`src/rtl/hd_transfer_ctrl.sv`:
```
`default_nettype none
// +----------------------------------------------------------------------------+
// | Module      : hd_transfer_ctrl                                             |
// | Description : Word-by-word block copy between disk and main memory.       |
// | Revision    : 1.0                                                          |
// +----------------------------------------------------------------------------+
module hd_transfer_ctrl #(
    parameter int DATA_WIDTH  = 32,
    parameter int ADDR_WIDTH  = 32,
    parameter int COUNT_WIDTH = 13,
    parameter int DISK_SIZE   = 4096,
    parameter int MEM_SIZE    = 32768
) (
    input  logic                   clk,
    input  logic                   reset,
    input  logic                   start,
    input  logic                   dir,
    input  logic [ADDR_WIDTH-1:0]  hd_base,
    input  logic [ADDR_WIDTH-1:0]  mem_base,
    input  logic [COUNT_WIDTH-1:0] word_count,
    output logic [ADDR_WIDTH-1:0]  hd_address,
    output logic                   hd_write_flag,
    output logic [DATA_WIDTH-1:0]  hd_input_data,
    input  logic [DATA_WIDTH-1:0]  hd_output,
    output logic [ADDR_WIDTH-1:0]  mem_address,
    output logic                   mem_write_flag,
    output logic [DATA_WIDTH-1:0]  mem_write_data,
    input  logic [DATA_WIDTH-1:0]  mem_read_data,
    output logic                   busy,
    output logic                   done,
    output logic                   error
);

    localparam logic [2:0] c_st_idle  = 3'd0;
    localparam logic [2:0] c_st_check = 3'd1;
    localparam logic [2:0] c_st_rd    = 3'd2;
    localparam logic [2:0] c_st_wt    = 3'd3;
    localparam logic [2:0] c_st_wr    = 3'd4;
    localparam logic [2:0] c_st_fin   = 3'd5;

    localparam logic [ADDR_WIDTH:0] c_disk_size = (ADDR_WIDTH+1)'(DISK_SIZE);
    localparam logic [ADDR_WIDTH:0] c_mem_size  = (ADDR_WIDTH+1)'(MEM_SIZE);

    logic [2:0]             r_state;
    logic [2:0]             w_next;
    logic                   r_dir;
    logic                   r_err;
    logic [ADDR_WIDTH-1:0]  r_hd_base;
    logic [ADDR_WIDTH-1:0]  r_mem_base;
    logic [ADDR_WIDTH-1:0]  r_hd_addr_hold;
    logic [ADDR_WIDTH-1:0]  r_mem_addr_hold;
    logic [COUNT_WIDTH-1:0] r_count;
    logic [COUNT_WIDTH-1:0] r_index;
    logic [DATA_WIDTH-1:0]  r_data_q;

    logic [ADDR_WIDTH-1:0]  w_index_ext;
    logic [ADDR_WIDTH-1:0]  w_hd_addr;
    logic [ADDR_WIDTH-1:0]  w_mem_addr;
    logic [ADDR_WIDTH:0]    w_count_ext;
    logic [ADDR_WIDTH:0]    w_hd_end;
    logic [ADDR_WIDTH:0]    w_mem_end;
    logic                   w_reject;
    logic                   w_last;
    logic                   w_hd_drive;
    logic                   w_mem_drive;

    assign w_index_ext = ADDR_WIDTH'(r_index);
    assign w_hd_addr   = r_hd_base + w_index_ext;
    assign w_mem_addr  = r_mem_base + w_index_ext;
    assign w_count_ext = (ADDR_WIDTH+1)'(r_count);

    // One extra bit so a base near the top of the address space cannot wrap into range.
    assign w_hd_end  = {1'b0, r_hd_base} + w_count_ext;
    assign w_mem_end = {1'b0, r_mem_base} + w_count_ext;
    assign w_reject  = (r_count == '0) || (w_hd_end > c_disk_size) || (w_mem_end > c_mem_size);
    assign w_last    = ((r_index + COUNT_WIDTH'(1)) == r_count);

    always_ff @(posedge clk or posedge reset) begin
        if (reset) begin
            r_state <= c_st_idle;
        end else begin
            r_state <= w_next;
        end
    end

    always_comb begin
        w_next = r_state;
        case (r_state)
            c_st_idle:  w_next = start ? c_st_check : c_st_idle;
            c_st_check: w_next = w_reject ? c_st_fin : c_st_rd;
            c_st_rd:    w_next = c_st_wt;
            c_st_wt:    w_next = c_st_wr;
            c_st_wr:    w_next = w_last ? c_st_fin : c_st_rd;
            c_st_fin:   w_next = c_st_idle;
            default:    w_next = c_st_idle;
        endcase
    end

    always_comb begin
        busy           = (r_state == c_st_check) || (r_state == c_st_rd) ||
                         (r_state == c_st_wt)    || (r_state == c_st_wr);
        done           = (r_state == c_st_fin);
        error          = (r_state == c_st_fin) && r_err;
        hd_write_flag  = (r_state == c_st_wr) && r_dir;
        mem_write_flag = (r_state == c_st_wr) && !r_dir;
        w_hd_drive     = ((r_state == c_st_rd) && !r_dir) || ((r_state == c_st_wr) && r_dir);
        w_mem_drive    = ((r_state == c_st_rd) && r_dir)  || ((r_state == c_st_wr) && !r_dir);
        hd_address     = w_hd_drive  ? w_hd_addr  : r_hd_addr_hold;
        mem_address    = w_mem_drive ? w_mem_addr : r_mem_addr_hold;
        hd_input_data  = r_data_q;
        mem_write_data = r_data_q;
    end

    always_ff @(posedge clk or posedge reset) begin
        if (reset) begin
            r_dir           <= 1'b0;
            r_err           <= 1'b0;
            r_hd_base       <= '0;
            r_mem_base      <= '0;
            r_count         <= '0;
            r_index         <= '0;
            r_data_q        <= '0;
            r_hd_addr_hold  <= '0;
            r_mem_addr_hold <= '0;
        end else begin
            case (r_state)
                c_st_idle: begin
                    if (start) begin
                        r_dir      <= dir;
                        r_hd_base  <= hd_base;
                        r_mem_base <= mem_base;
                        r_count    <= word_count;
                        r_index    <= '0;
                        r_err      <= 1'b0;
                    end
                end
                c_st_check: r_err    <= w_reject;
                c_st_wt:    r_data_q <= r_dir ? mem_read_data : hd_output;
                c_st_wr:    r_index  <= r_index + COUNT_WIDTH'(1);
                default:    ;
            endcase
            // Addresses hold their last driven value between accesses.
            if (w_hd_drive) begin
                r_hd_addr_hold <= w_hd_addr;
            end
            if (w_mem_drive) begin
                r_mem_addr_hold <= w_mem_addr;
            end
        end
    end

endmodule
`default_nettype wire

```
`config.mk`:
```
export PLATFORM = sky130hd
export DESIGN_NAME = hd_transfer_ctrl
export DESIGN_NICKNAME = d
export VERILOG_FILES = /design/src/rtl/hd_transfer_ctrl.sv
export SDC_FILE = /design/constraint.sdc
export NUM_CORES = 1
export LEC_CHECK = 0
export ABC_AREA = 1
export BUFFER_PORTS_ARGS = -buffer_cell sky130_fd_sc_hd__buf_2
export CORE_MARGIN = 3
export CORE_UTILIZATION = 55
export DETAILED_ROUTE_END_ITERATION = 7
export GPL_TIMING_DRIVEN = 0
export PLACE_DENSITY = 0.85
export SYNTH_ARGS = -nofsm -noshare
export SYNTH_HDL_FRONTEND = slang
export SYNTH_SLANG_ARGS = --single-unit
```
`constraint.sdc`:
```
create_clock -name clk -period 22.8 [get_ports clk]
set_input_delay 6.84 -clock clk [delete_from_list [all_inputs] [get_ports clk]]
set_output_delay 6.84 -clock clk [all_outputs]
set_load 0.05 [all_outputs]
```
==> results.md <==
- The hold violation count in the final report is 0.
- The floorplan step set the die width to roughly 160 µm.
- The average wire length per cell after detail routing is around 17 µm.
- The critical path starts at r_index[0].
- The net count of the finished layout is around 2400.
- The type of element capturing the critical path is an output port.
- Global routing finished with a remaining overflow of 0.
- The tool flagged a number of max-cap violations equal to 0.
- After synthesis, the mean cell area works out to 6.92 µm².
- The first-pass iteration count of the detailed router is 6.
- The highest signal layer in the routed design is met4.
- The library cell used most frequently in the layout, excluding fill and tap cells, is sky130_fd_sc_hd__nand2_1.
- The floorplan die height is 159 µm.
- The vias per cell is 5.46.
- The worst register-to-register path begins at r_index[0].
- The maximum clock insertion buffer count is 2.
- The routability congestion estimate is approximately 1.
- In this run the static leakage power is 8.07 nW.
- The floorplan step defined a die boundary enclosing 25200 µm².
- The switching share of power is 0.575.
- The I/O pin count is around 280.
- The total number of yosys warnings is 0.
- The critical-path maximum fanout is 10.
- The detail route stage leaves a number of antenna-violating nets equal to 0.
- By area the synthesized netlist is led by sky130_fd_sc_hd__dfrtp_1, sky130_fd_sc_hd__nand2_1, sky130_fd_sc_hd__inv_1, sky130_fd_sc_hd__ha_1, sky130_fd_sc_hd__nand3_1.
- The required time of the critical path is approximately 16000 ps.
- The fraction of post-synthesis cell area in the top cell type by area is 0.372.
- The final route contains 13500 vias.
- The repair_antennas step left the layout with diodes totalling 0.
- Setup repair after global routing left no endpoint under its margin.
- After routing, the total negative slack on setup checks comes to 0 ps.
- The met3 layer wire length in the routed design is 2.94 mm.
- The total count of max-transition violations in the final report was 0.
- Internal power comes to 1.08 mW.
- The worst register-to-register path has a setup slack of 19620 ps.
- In the final routing, the length of wire on met1 measures 17.6 mm.
- The clock tree skew after final layout is between 10 and 15 ps.
- The later pin in the worst-skew pair is clocked with a latency of 440 ps.
- sky130_fd_sc_hd__dfrtp_1 takes more of the synthesized area than any other cell.
- The worst setup slack before clock tree synthesis is about 13000 ps.
- The worst hold path class is reg2reg.
- For this run, the total global-route usage over all layers was measured as 0.326.
- The startpoint of the tightest hold check path is r_mem_addr_hold[4].
- The number of placement rows is 55.
- The maximum clock frequency is approximately 94 MHz.
- The maximum ir drop on the vdd rail is 0.000106 V.
- The post-detailed-placement half-perimeter wirelength is about 33 mm.
- The final worst slack is 12220 ps.
- The number of clock sinks is 191.
- The area added between synthesis and finish is 18.6%.
- The number of global-route vias before repair is 12900.
- In the layout the commonest cells are sky130_fd_sc_hd__nand2_1, sky130_fd_sc_hd__buf_2, sky130_fd_sc_hd__dfrtp_1.
- Buffers inserted during clock tree synthesis total 17.
- The kind of launch point of the worst setup path is a flop.
- The number of hold-repair buffers added at the cts stage is 0.
- The mapped netlist covers 12800 µm².
- The number of setup violations in the final report is 0.
- The run finished with clean final reports.
- At the worst endpoint, the arrival time is 3740 ps.
- The total of buffers placed on input and output ports is 277.
- The minimum period implied by the final worst setup slack is 10580 ps.
- The part of the total power dissipated in sequential elements is 0.252.
- The H-tree generated during clock tree synthesis spans 4 levels.
- The clock-pin slew on the worst setup and hold paths is around 70 ps.
- In the detailed route, the total length drawn on met2 is 20.0 mm.
- For this design the total switching power over the nets is between 1 and 1.5 mW.
- The core area is 22800 µm².
- The measured slew at the worst slew-check pin is 866 ps.
- The share of power burned in combinational logic is 0.629.
- The synthesized flop and latch total is 191.
- In the final layout, the share of cells above drive strength 1 is 0.189.
- Synthesis produced a netlist with a net count of ~2100.
- Dividing total power by cell area gives a power density of 167 nW/µm².
- In this run the post-CTS setup repair buffer count came out at 0.
- In the finished design, the share of the clock period the worst path needs comes to 0.464.
- The post-cts sizing count is 0.
- The gate count of the mapped netlist is 1856.
- The first routing iteration left ~1300 violations.
- The number of different library cells used by synthesis comes to 43.
- The number of antenna violations at the first check in global routing came to 0.
- The starting utilization of the core area is 0.564.
- The first-pass GRT wire length is 66.6 mm.
- Headroom to the max-slew limit came out at 0.423.
- The class of the most critical setup path is reg2out.
- Entering global routing, the biggest net connects roughly 120 pins.
- The root buffer selected by CTS is sky130_fd_sc_hd__clkbuf_16.
- The final layout contains routed wiring with a total length of 41.6 mm.
- The DRC violation count after routing is 0.
- The share of the Yosys chip area taken by registers is 0.372.
- The proportion of power drawn by the clock network is 0.119.
- The TritonCTS clock tree is yes.
-- state kept, by name, summed over array words and instances (netlist names) --
signal and count:
r_count 13, r_err 1, r_dir 1, r_state 3, hd_input_data 32, r_hd_base 32, r_mem_base 32, r_mem_addr_hold 32
r_index 13, r_hd_addr_hold 32
-- worst max-delay path, stage by stage, from the launching register on --
cell and delay (ps):
sky130_fd_sc_hd__dfrtp_1 580, sky130_fd_sc_hd__ha_1 250, sky130_fd_sc_hd__inv_1 60, sky130_fd_sc_hd__fa_1 400, sky130_fd_sc_hd__o21ai_1 220, sky130_fd_sc_hd__a21oi_1 130
sky130_fd_sc_hd__o21ai_1 260, sky130_fd_sc_hd__a21oi_1 160, sky130_fd_sc_hd__o21ai_2 190, sky130_fd_sc_hd__buf_4 210, sky130_fd_sc_hd__nand4_1 130, sky130_fd_sc_hd__nand2_1 100
sky130_fd_sc_hd__nand2_1 50, sky130_fd_sc_hd__o21ai_1 230, sky130_fd_sc_hd__buf_2 320
-- synthesized netlist by cell type (all sizes together) --
master / instances
nand3b: 2
nand2: 694
nand4: 29
o21bai: 4
nand3: 127
buf: 40
xor2: 32
o211ai: 1
clkbuf: 43
fa: 4
a21boi: 2
dfrtp: 191
a22o: 1
nor2: 155
ha: 53
o22ai: 8
o31ai: 3
a31oi: 46
a21o: 2
and2: 4
o21ai: 113
inv: 191
or2: 10
clkinv: 5
a21oi: 55
nor3: 25
nor4: 3
xnor2: 13
-- cell type report --
cell class	instances	area (µm²)
Fill cell	2031	7550
Multi-Input combinational cell	1386	6890
Sequential cell	191	4780
Timing Repair Buffer	278	1410
Inverter	196	743
Buffer	83	443
Clock buffer	20	437
Tap cell	313	392
Clock inverter	11	134
-- routing by layer --
| metal | GRT usage | up-vias |
|---|---|---|
| met5 | 0 | - |
| met4 | 0.0931 | 0 |
| met3 | 0.0519 | 84 |
| met2 | 0.553 | 572 |
| met1 | 0.433 | 6350 |
| li1 | - | 6532 |
-- worst paths after layout --
check                                 endpoint  cells past startpoint
setup / recovery                hd_address[28]                     14
hold / removal              r_mem_addr_hold[4]                      2
setup reg to reg           r_mem_addr_hold[22]                     11
hold reg to reg             r_mem_addr_hold[4]                      2
max in group asynchronous          r_count[11]                      3
min in group asynchronous    hd_input_data[11]                      2
-- stage by stage --
stage / hold slack [ps] / instances / power (mW) / instance area, µm² / utilization
2_1_floorplan: 468 / 1856 / 1.80 / 12800 / -
5_1_grt: 497 / 2478 / 2.72 / 15200 / 0.669
3_3_place_gp: 453 / 2446 / 2.19 / 14600 / 0.642
4_1_cts: 476 / 2478 / 2.53 / 15200 / 0.669
6_report: 471 / 2478 / 2.55 / 15200 / 0.669
3_5_place_dp: 459 / 2447 / 2.22 / 14700 / 0.644
-- logic make-up after synthesis --
group | after synthesis | share of synthesized area
flops | 191 | 0.372
fa+ha+maj | 57 | 0.0579
compound gates | 235 | 0.101
buf+inv | 279 | 0.0917
xor+xnor | 45 | 0.0307
simple gates | 1049 | 0.347
-- power by group through the flow --
stage | combinational, mW | clock [mW] | sequential, mW
after floorplan | 1.13 | 0 | 0.674
after global routing | 1.75 | 0.316 | 0.657
after global placement | 1.55 | 0 | 0.636
final | 1.60 | 0.302 | 0.643
after CTS | 1.59 | 0.304 | 0.636
after detailed placement | 1.58 | 0 | 0.640
(Power assumes the default switching activity.)
